<file path="src/rtl/adder_arb_pkg.sv">
// Shared types and constants for the round-robin adder arbiter.
package adder_arb_pkg;

    typedef enum logic [1:0] {
        IDLE = 2'd0,
        CALC = 2'd1,
        RESP = 2'd2
    } state_e;

    localparam int DEFAULT_N_REQ = 4;
    localparam int DEFAULT_WIDTH = 32;
    localparam int DEFAULT_CNT_W = 16;

    // Index width for n requesters; never narrower than one bit.
    function automatic int id_width(input int n);
        return (n <= 2) ? 1 : $clog2(n);
    endfunction

endpackage

</file>
<file path="src/rtl/rr_arbiter.sv">
// Combinational round-robin picker: first asserted request at or above ptr, with wrap.
module rr_arbiter #(
    parameter int N_REQ = 4,
    parameter int ID_W  = 2
) (
    input  logic [N_REQ-1:0] req,
    input  logic [ID_W-1:0]  ptr,
    input  logic             enable,
    output logic [N_REQ-1:0] grant,
    output logic [ID_W-1:0]  idx,
    output logic             found
);

    int              cand;
    logic [ID_W-1:0] sel;

    // Scan from the pointer upward; the first hit wins and masks the rest.
    always_comb begin
        grant = '0;
        idx   = '0;
        found = 1'b0;
        cand  = 0;
        sel   = '0;
        for (int i = 0; i < N_REQ; i++) begin
            cand = (int'(ptr) + i) % N_REQ;
            sel  = ID_W'(cand);
            if (enable && !found && req[sel]) begin
                found      = 1'b1;
                grant[sel] = 1'b1;
                idx        = sel;
            end
        end
    end

endmodule

</file>
<file path="src/rtl/adder_arbiter.sv">
// Shares one external combinational adder among N_REQ requesters, one operation at a time.
module adder_arbiter
    import adder_arb_pkg::*;
#(
    parameter int N_REQ = DEFAULT_N_REQ,
    parameter int WIDTH = DEFAULT_WIDTH,
    parameter int CNT_W = DEFAULT_CNT_W,
    localparam int ID_W = id_width(N_REQ)
) (
    input  logic                   clk,
    input  logic                   rst,
    input  logic [N_REQ-1:0]       req_valid,
    output logic [N_REQ-1:0]       req_ready,
    input  logic [N_REQ*WIDTH-1:0] req_a,
    input  logic [N_REQ*WIDTH-1:0] req_b,
    output logic [N_REQ-1:0]       rsp_valid,
    input  logic [N_REQ-1:0]       rsp_ready,
    output logic [WIDTH-1:0]       rsp_data,
    output logic [WIDTH-1:0]       add_a,
    output logic [WIDTH-1:0]       add_b,
    input  logic [WIDTH-1:0]       add_sum,
    output logic [ID_W-1:0]        gnt_id,
    output logic                   busy,
    output logic [CNT_W-1:0]       op_count
);

    state_e             state_q, state_d;
    logic [ID_W-1:0]    ptr_q;
    logic [ID_W-1:0]    gnt_q;
    logic [WIDTH-1:0]   a_q, b_q;
    logic [WIDTH-1:0]   rsp_data_q;
    logic [N_REQ-1:0]   rsp_valid_q;
    logic [CNT_W-1:0]   cnt_q;

    logic [N_REQ-1:0]   grant;
    logic [ID_W-1:0]    win_idx;
    logic               win_found;
    logic               arb_en;
    logic               hs;
    logic               rsp_accept;
    logic [WIDTH-1:0]   sel_a, sel_b;

    // Arbitration is only offered in IDLE, and never while reset is held.
    assign arb_en = (state_q == IDLE) && !rst;

    rr_arbiter #(
        .N_REQ (N_REQ),
        .ID_W  (ID_W)
    ) u_rr_arbiter (
        .req    (req_valid),
        .ptr    (ptr_q),
        .enable (arb_en),
        .grant  (grant),
        .idx    (win_idx),
        .found  (win_found)
    );

    // Grant only lands on a valid requester, so a found winner is a handshake.
    assign req_ready  = grant;
    assign hs         = win_found;
    assign rsp_accept = rsp_ready[gnt_q];

    // Operand mux driven by the one-hot grant.
    always_comb begin
        sel_a = '0;
        sel_b = '0;
        for (int i = 0; i < N_REQ; i++) begin
            if (grant[i]) begin
                sel_a = req_a[i*WIDTH +: WIDTH];
                sel_b = req_b[i*WIDTH +: WIDTH];
            end
        end
    end

    // State register.
    always_ff @(posedge clk or posedge rst) begin
        if (rst) begin
            state_q <= IDLE;
        end else begin
            state_q <= state_d;
        end
    end

    // Next-state logic: IDLE -> CALC on handshake, CALC -> RESP always, RESP -> IDLE on accept.
    always_comb begin
        state_d = state_q;
        unique case (state_q)
            IDLE:    if (hs) state_d = CALC;
            CALC:    state_d = RESP;
            RESP:    if (rsp_accept) state_d = IDLE;
            default: state_d = IDLE;
        endcase
    end

    // Capture operands and winner index at the request handshake.
    always_ff @(posedge clk or posedge rst) begin
        if (rst) begin
            a_q   <= '0;
            b_q   <= '0;
            gnt_q <= '0;
        end else if (state_q == IDLE && hs) begin
            a_q   <= sel_a;
            b_q   <= sel_b;
            gnt_q <= win_idx;
        end
    end

    // Sample the adder in CALC and hold the response until the granted requester takes it.
    always_ff @(posedge clk or posedge rst) begin
        if (rst) begin
            rsp_data_q  <= '0;
            rsp_valid_q <= '0;
        end else if (state_q == CALC) begin
            rsp_data_q  <= add_sum;
            rsp_valid_q <= N_REQ'(1) << gnt_q;
        end else if (state_q == RESP && rsp_accept) begin
            rsp_valid_q <= '0;
        end
    end

    // On completion, count the operation and move priority just past the served requester.
    always_ff @(posedge clk or posedge rst) begin
        if (rst) begin
            cnt_q <= '0;
            ptr_q <= '0;
        end else if (state_q == RESP && rsp_accept) begin
            cnt_q <= cnt_q + CNT_W'(1);
            ptr_q <= (gnt_q == ID_W'(N_REQ - 1)) ? '0 : gnt_q + ID_W'(1);
        end
    end

    // Operand registers feed the adder continuously, so it stays quiet outside CALC.
    assign add_a     = a_q;
    assign add_b     = b_q;
    assign rsp_data  = rsp_data_q;
    assign rsp_valid = rsp_valid_q;
    assign gnt_id    = gnt_q;
    assign busy      = (state_q != IDLE);
    assign op_count  = cnt_q;

endmodule
</file>
<file path="config.mk">
export PLATFORM = sky130hd
export DESIGN_NAME = adder_arbiter
export DESIGN_NICKNAME = d
export VERILOG_FILES = /design/src/rtl/adder_arb_pkg.sv /design/src/rtl/rr_arbiter.sv /design/src/rtl/adder_arbiter.sv
export SDC_FILE = /design/constraint.sdc
export NUM_CORES = 1
export LEC_CHECK = 0
export ABC_AREA = 1
export CAP_MARGIN = 0
export CORE_AREA = 2 2 162 164
export CTS_BUF_LIST = sky130_fd_sc_hd__clkbuf_8
export CTS_CLUSTER_DIAMETER = 50
export DETAILED_ROUTE_END_ITERATION = 16
export DIE_AREA = 0 0 164 166
export GPL_TIMING_DRIVEN = 0
export HOLD_SLACK_MARGIN = 0.12
export PLACE_DENSITY = 0.68
export RECOVER_POWER = 100
export SYNTH_ARGS = -nofsm -noshare
export SYNTH_HDL_FRONTEND = slang
export SYNTH_SLANG_ARGS = --single-unit
</file>
<file path="constraint.sdc">
create_clock -name clk -period 3.53 [get_ports clk]
set_input_delay 0.5295 -clock clk [delete_from_list [all_inputs] [get_ports clk]]
set_output_delay 0.5295 -clock clk [all_outputs]
set_load 0.05 [all_outputs]
</file>
Yosys cells after proc, flatten, opt, wreduce, memory -nomap -nowiden

Index checks and enable logic that the tools add are counted.

Output and inout bits: 123
Register bits after elaboration: 122
Logic and storage cells: 97
Bits of input ports: 298

Equal/unequal tests: 5
Bitwise logic cells: 3
Muxes and demuxes: 44
Add/subtract/negate cells: 5
Order comparisons: 9
Shift-type cells: 1
Reduce and logical (&&, ||, !) cells: 22

Operator list:

| cell                    | count |
|---|---|
| $mux W32                | 8 |
| $mux W4                 | 6 |
| $add A16 B1 Y16 const B | 1 |
| $lt A2 B3 Y1 const B    | 5 |
| $logic_and A1 B1 Y1     | 14 |
| $mux W2                 | 7 |
| $mux W1                 | 13 |
| $or A4 B4 Y4            | 3 |
| $bmux W1 S2             | 5 |
| $demux W1 S2            | 4 |
| $ge A2 B1 Y1 const B    | 4 |
| $pmux W2 S3             | 1 |
| $add A2 B1 Y2 const B   | 2 |
| $add A2 B2 Y2 const B   | 2 |
| $eq A2 B2 Y1 const B    | 2 |
| $logic_not A1 Y1        | 4 |
| $ne A2 B2 Y1 const B    | 2 |
| $reduce_bool A2 Y1      | 2 |
| $shl A1 B2 Y4 const A   | 1 |
| $eq A2 B1 Y1 const B    | 1 |
| $logic_not A2 Y1        | 1 |
| $reduce_and A2 Y1       | 1 |

Logic depth before layout (Yosys ltp)

Word-level depth: 20
Mapped depth: 18
Gate-level depth less buffers: 16

Hierarchy

From an unflattened synthesis, not the netlist that was laid out.

Cell total of the unflattened synthesis: 991
Area, all modules: 7221.9 µm²

By module, submodules not included:

| module        | cells each | times used | seq. area each (µm²) | area an instance (µm²) |
|---|---|---|---|---|
| adder_arbiter | 900        | 1          | 3052.9               | 6675.2 |
| rr_arbiter    | 91         | 1          | 0.0                  | 546.8 |

Worst setup path after synthesis

No wires, ideal clock.

Path kind: register -> output
Start point: register ptr_q[1]
End point: output req_ready[3]
Buffers on the path: 2
Arrival: 2.157 ns
Required time: 3.000 ns
Path slack: 0.844 ns
Stages on the path, launching flop included: 12
Cell sequence: dfrtp_1 inv_1 ha_1 inv_1 nand3_2 nand2_1 nand3_2 nor2_2 a21boi_1 nand3_1 buf_2 buf_2

Word-level cells in the longest chain between the ends: 16
Elaborated cells between the ends (all ways): 51
Classes of those cells: 3 x add/sub; 8 x order compare; 23 x mux; 3 x bitwise; 14 x reduce/logical

RTL lines:

| element                                                               | RTL line             | text |
|---|---|---|
| start: declaration                                                    | adder_arbiter.sv:28  | `logic [ID_W-1:0] ptr_q;` |
| start signal: assignment                                              | adder_arbiter.sv:128 | `ptr_q <= (gnt_q == ID_W'(N_REQ - 1)) ? '0 : gnt_q + ID_W'(1);` |
| parallel branches: the longest is 15 deep, another holds $lt A2 B3 Y1 | n/a                  |  |
| $mux W4 (*)                                                           | rr_arbiter.sv:27     | `if (enable && !found && req[sel]) begin` |
| end: declaration                                                      | adder_arbiter.sv:13  | `output logic [N_REQ-1:0] req_ready,` |

Every way passes the cells marked *. The select of a mux whose other input is x is not followed.

Worst setup path in the final report

Start point: register ptr_q[0]
End point: output req_ready[3]

Same word-level chain as after synthesis.

==> results by group <==
STA
  – Clock Skew: 0.01152 ns
  – Min cycle time layout: 3.343 ns
  – Period utilization: 94.70%
  – RSZ-0062 raised after global routing: false
  – Worst-margin pin slew: 2.213 ns
  – Peak Freq: 0.2991 GHz
  – Max transition margin: -47.51%
  – Final Hold Fails: 0
  – Slew Limit Fails: 39
  – Final setup fails: 0

Global route
  – GRT overflow: 0
  – Vias in the first global route: 8659
  – Initial antenna violation count: 3
  – Gr usage total: 22.68%
  – Global-route wire length before repair: 47470 um
  – Largest net degree at the start of global routing: 42

Flow run
  – Max cap viols: 1

Power
  – Peak supply drop: 0.0004916 V
  – P per Cell Area: 952.4 nW/um^2
  – Leakage: 6.697 nW
  – Power, Total: 12.22 mW

Critical path
  – CP Cell Sequence: inv_2, ha_1, inv_1, nand3_2, nand3_1, nand2_2, nor2_4, nand2_1, nand3_1, buf_8, buf_4
  – Worst setup EP type: primary output
  – Worst setup path class: flop to primary output
  – Most used cell, CP: nand3_1
  – Req. time, crit path: 3.00 ns
  – Crit-path max FO: 19
  – Crit path largest cell delay: 0.45 ns
  – Reg2Reg Launch Point: ptr_q[0]
  – CP max stage cell: dfrtp_2
  – CP Launch Type: flop
  – Worst Path Arrival: 2.81 ns
  – Worst r2r path cells: 11
  – FF-to-FF End: add_b[29]
  – R2r setup slk: 0.30 ns
  – Crit path from: ptr_q[0]

Die
  – DIE HEIGHT: 166 um
  – Die width: 164 um
  – Cell Rows: 59
  – Die Area: 27220 um^2
  – Core footprint: 25620 um^2
  – I/O Pins: 421
  – Initial Util: 30.27%

Routing
  – WL met1: 12470 um
  – Via total after detailed routing: 8849
  – Met3 WL: 2772 um
  – DR vias/cell: 4.536
  – TritonRoute pass-1 iters: 4
  – Top Metal Used: met5
  – DRT Wirelength: 31430 um
  – DR iter-0 viols: 476
  – WL met2: 15300 um
  – Wirelength per Cell: 16.11 um
  – Detail Route Antenna Nets: 0
  – Post-route DRC violation count: 0

Final layout
  – Most common cell after layout, fill and taps aside: nand2_1
  – Most frequent cells in the layout: nand2_1, clkdlybuf4s50_1, inv_1, a21oi_1
  – Layout Nets: 1912
  – Final core occ: 50.10%
  – Share of layout cells above drive strength 1: 8.359%
  – Layout Area Growth over Synthesis: 65.47%

Clocking
  – Number of CTS-inserted buffers: 17
  – Clock Sinks: 122
  – Worst-skew pair later-pin latency: 0.44 ns
  – Root buffer selected by CTS: clkbuf_8
  – TritonCTS clock tree: yes
  – Clock transition at path regs: 0.08 ns
  – Worst-case clock buffer depth: 2
  – H-tree level count: 4

Placement
  – Final GP Congestion: 0.8901
  – Half-perimeter wire length after placement: 24790 um
  – PortBufs: 420

Outcome
  – Violated checks: capacitance limit, slew limit
  – Status: finished with violations

Yosys
  – Synth unique cells: 29
  – Mapped Area: 7755 um^2
  – Mapped Nets: 1467
  – Synthesized flop and latch total: 122
  – Register area share after synthesis: 39.37%
  – Cells after synthesis: 1157
  – Avg Cell Area, Syn: 6.703 um^2
  – Syn. warnings: 0

Min path
  – Hold path startpoint: add_b[13]
  – WHS Path Cells: 2
  – Worst hold path type: flop to flop
  – Hold Path Sink: add_b[13]
-- cell families after synthesis --
family | Yosys count | share of synthesized area, %
AOI/OAI and AO/OA | 141 | 9.229
xor gates and xnor gates | 13 | 1.468
and+or+nand+nor | 626 | 31.98
muxes | 32 | 4.647
DFF | 122 | 39.37
buffers and inverters | 211 | 11.37
adders and majority gates | 12 | 1.936
-- sequential cells by signal, summed over array words and instances, names as in the netlist --
signal,count
add_b,32
rsp_data,32
rsp_valid,4
state_q,2
gnt_id,2
op_count,16
add_a,32
ptr_q,2
-- power by group --
part	switching, mW	leakage, nW	total [mW]	internal, mW
sequential	0.364	1.50	2.46	2.10
combinational	5.67	5.00	8.42	2.75
clock	0.691	0.202	1.34	0.644
total	6.73	6.70	12.2	5.50
-- worst max-delay path, delay by kind of cell (launching register included) --
kind	cells	cell delay, ns
AND/OR/NAND/NOR	6	0.80
adder cells (fa/ha/maj)	1	0.29
flip-flops	1	0.45
buffers and inverters	4	0.81
-- cell usage after synthesis --
cell / instances / area, um^2
a21oi_1: 132 / 660.6
ha_1: 12 / 150.1
nand3_2: 8 / 80.08
mux2_2: 32 / 360.4
inv_2: 8 / 30.03
nand3_1: 20 / 100.1
a21boi_1: 1 / 7.510
nor2_4: 2 / 22.52
buf_2: 30 / 150.1
buf_1: 1 / 3.750
buf_4: 14 / 105.1
inv_1: 144 / 540.5
nor4_1: 1 / 6.260
a31oi_1: 1 / 6.260
nand2_2: 4 / 25.02
o31ai_1: 1 / 7.510
o21ai_0: 4 / 20.02
nor2_2: 1 / 6.260
clkbuf_1: 14 / 52.55
nor2_1: 10 / 37.54
o22ai_1: 1 / 6.260
xor2_1: 5 / 43.79
nand2_1: 568 / 2132
a211oi_1: 1 / 7.510
nand3b_1: 1 / 7.510
dfrtp_1: 122 / 3053
nor3_1: 5 / 25.02
xnor2_1: 8 / 70.07
nand4_1: 6 / 37.54
-- worst max-delay path by stage --
stage | to | slack [ns] | cells after the start
floorplan | req_ready[3] | 0.84 | 11
global placement | req_ready[3] | -0.53 | 12
detailed placement | req_ready[3] | -0.56 | 12
CTS | req_ready[3] | 0.002 | 11
global route | req_ready[3] | 0.01 | 11
finish | req_ready[3] | 0.19 | 11
-- per-layer routing --
| metal | GRT usage, % | up-vias |
|---|---|---|
| met4 | 7.475 | 2 |
| li1 | - | 4413 |
| met2 | 39.50 | 372 |
| met3 | 7.193 | 51 |
| met1 | 26.20 | 4011 |
| met5 | 0 | - |
-- repair_timing --
item	in CTS	in global routing
hold buffers	0	0
endpoints found under the setup margin	4	4
pin swaps	0	0
cloned	0	0
gates resized for setup	32	0
setup buffers	0	5
-- final cells by class --
type / count / area, um^2
Sequential cell: 122 / 3055
Inverter: 152 / 575.6
Fill cell: 2569 / 12780
Multi-Input combinational cell: 824 / 3810
Buffer: 57 / 312.8
Antenna cell: 1 / 2.502
Clock buffer: 17 / 234.0
Clock inverter: 15 / 167.7
Timing Repair Buffer: 428 / 4255
Tap cell: 335 / 419.2
-- per-stage QoR --
stage | setup slack, ns | TNS, ns | instances | area, um^2 | hold slack [ns]
2_1_floorplan | 0.8439 | 0 | 1157 | 7759 | 0.5109
3_3_place_gp | -0.5320 | -1.134 | 1912 | 12380 | 0.4580
3_5_place_dp | -0.5627 | -1.201 | 1915 | 12440 | 0.4594
4_1_cts | 0.002069 | 0 | 1945 | 12850 | 0.4842
5_1_grt | 0.01001 | 0 | 1951 | 12830 | 0.5009
6_report | 0.1871 | 0 | 1951 | 12830 | 0.4750
(Power assumes the default switching activity.)
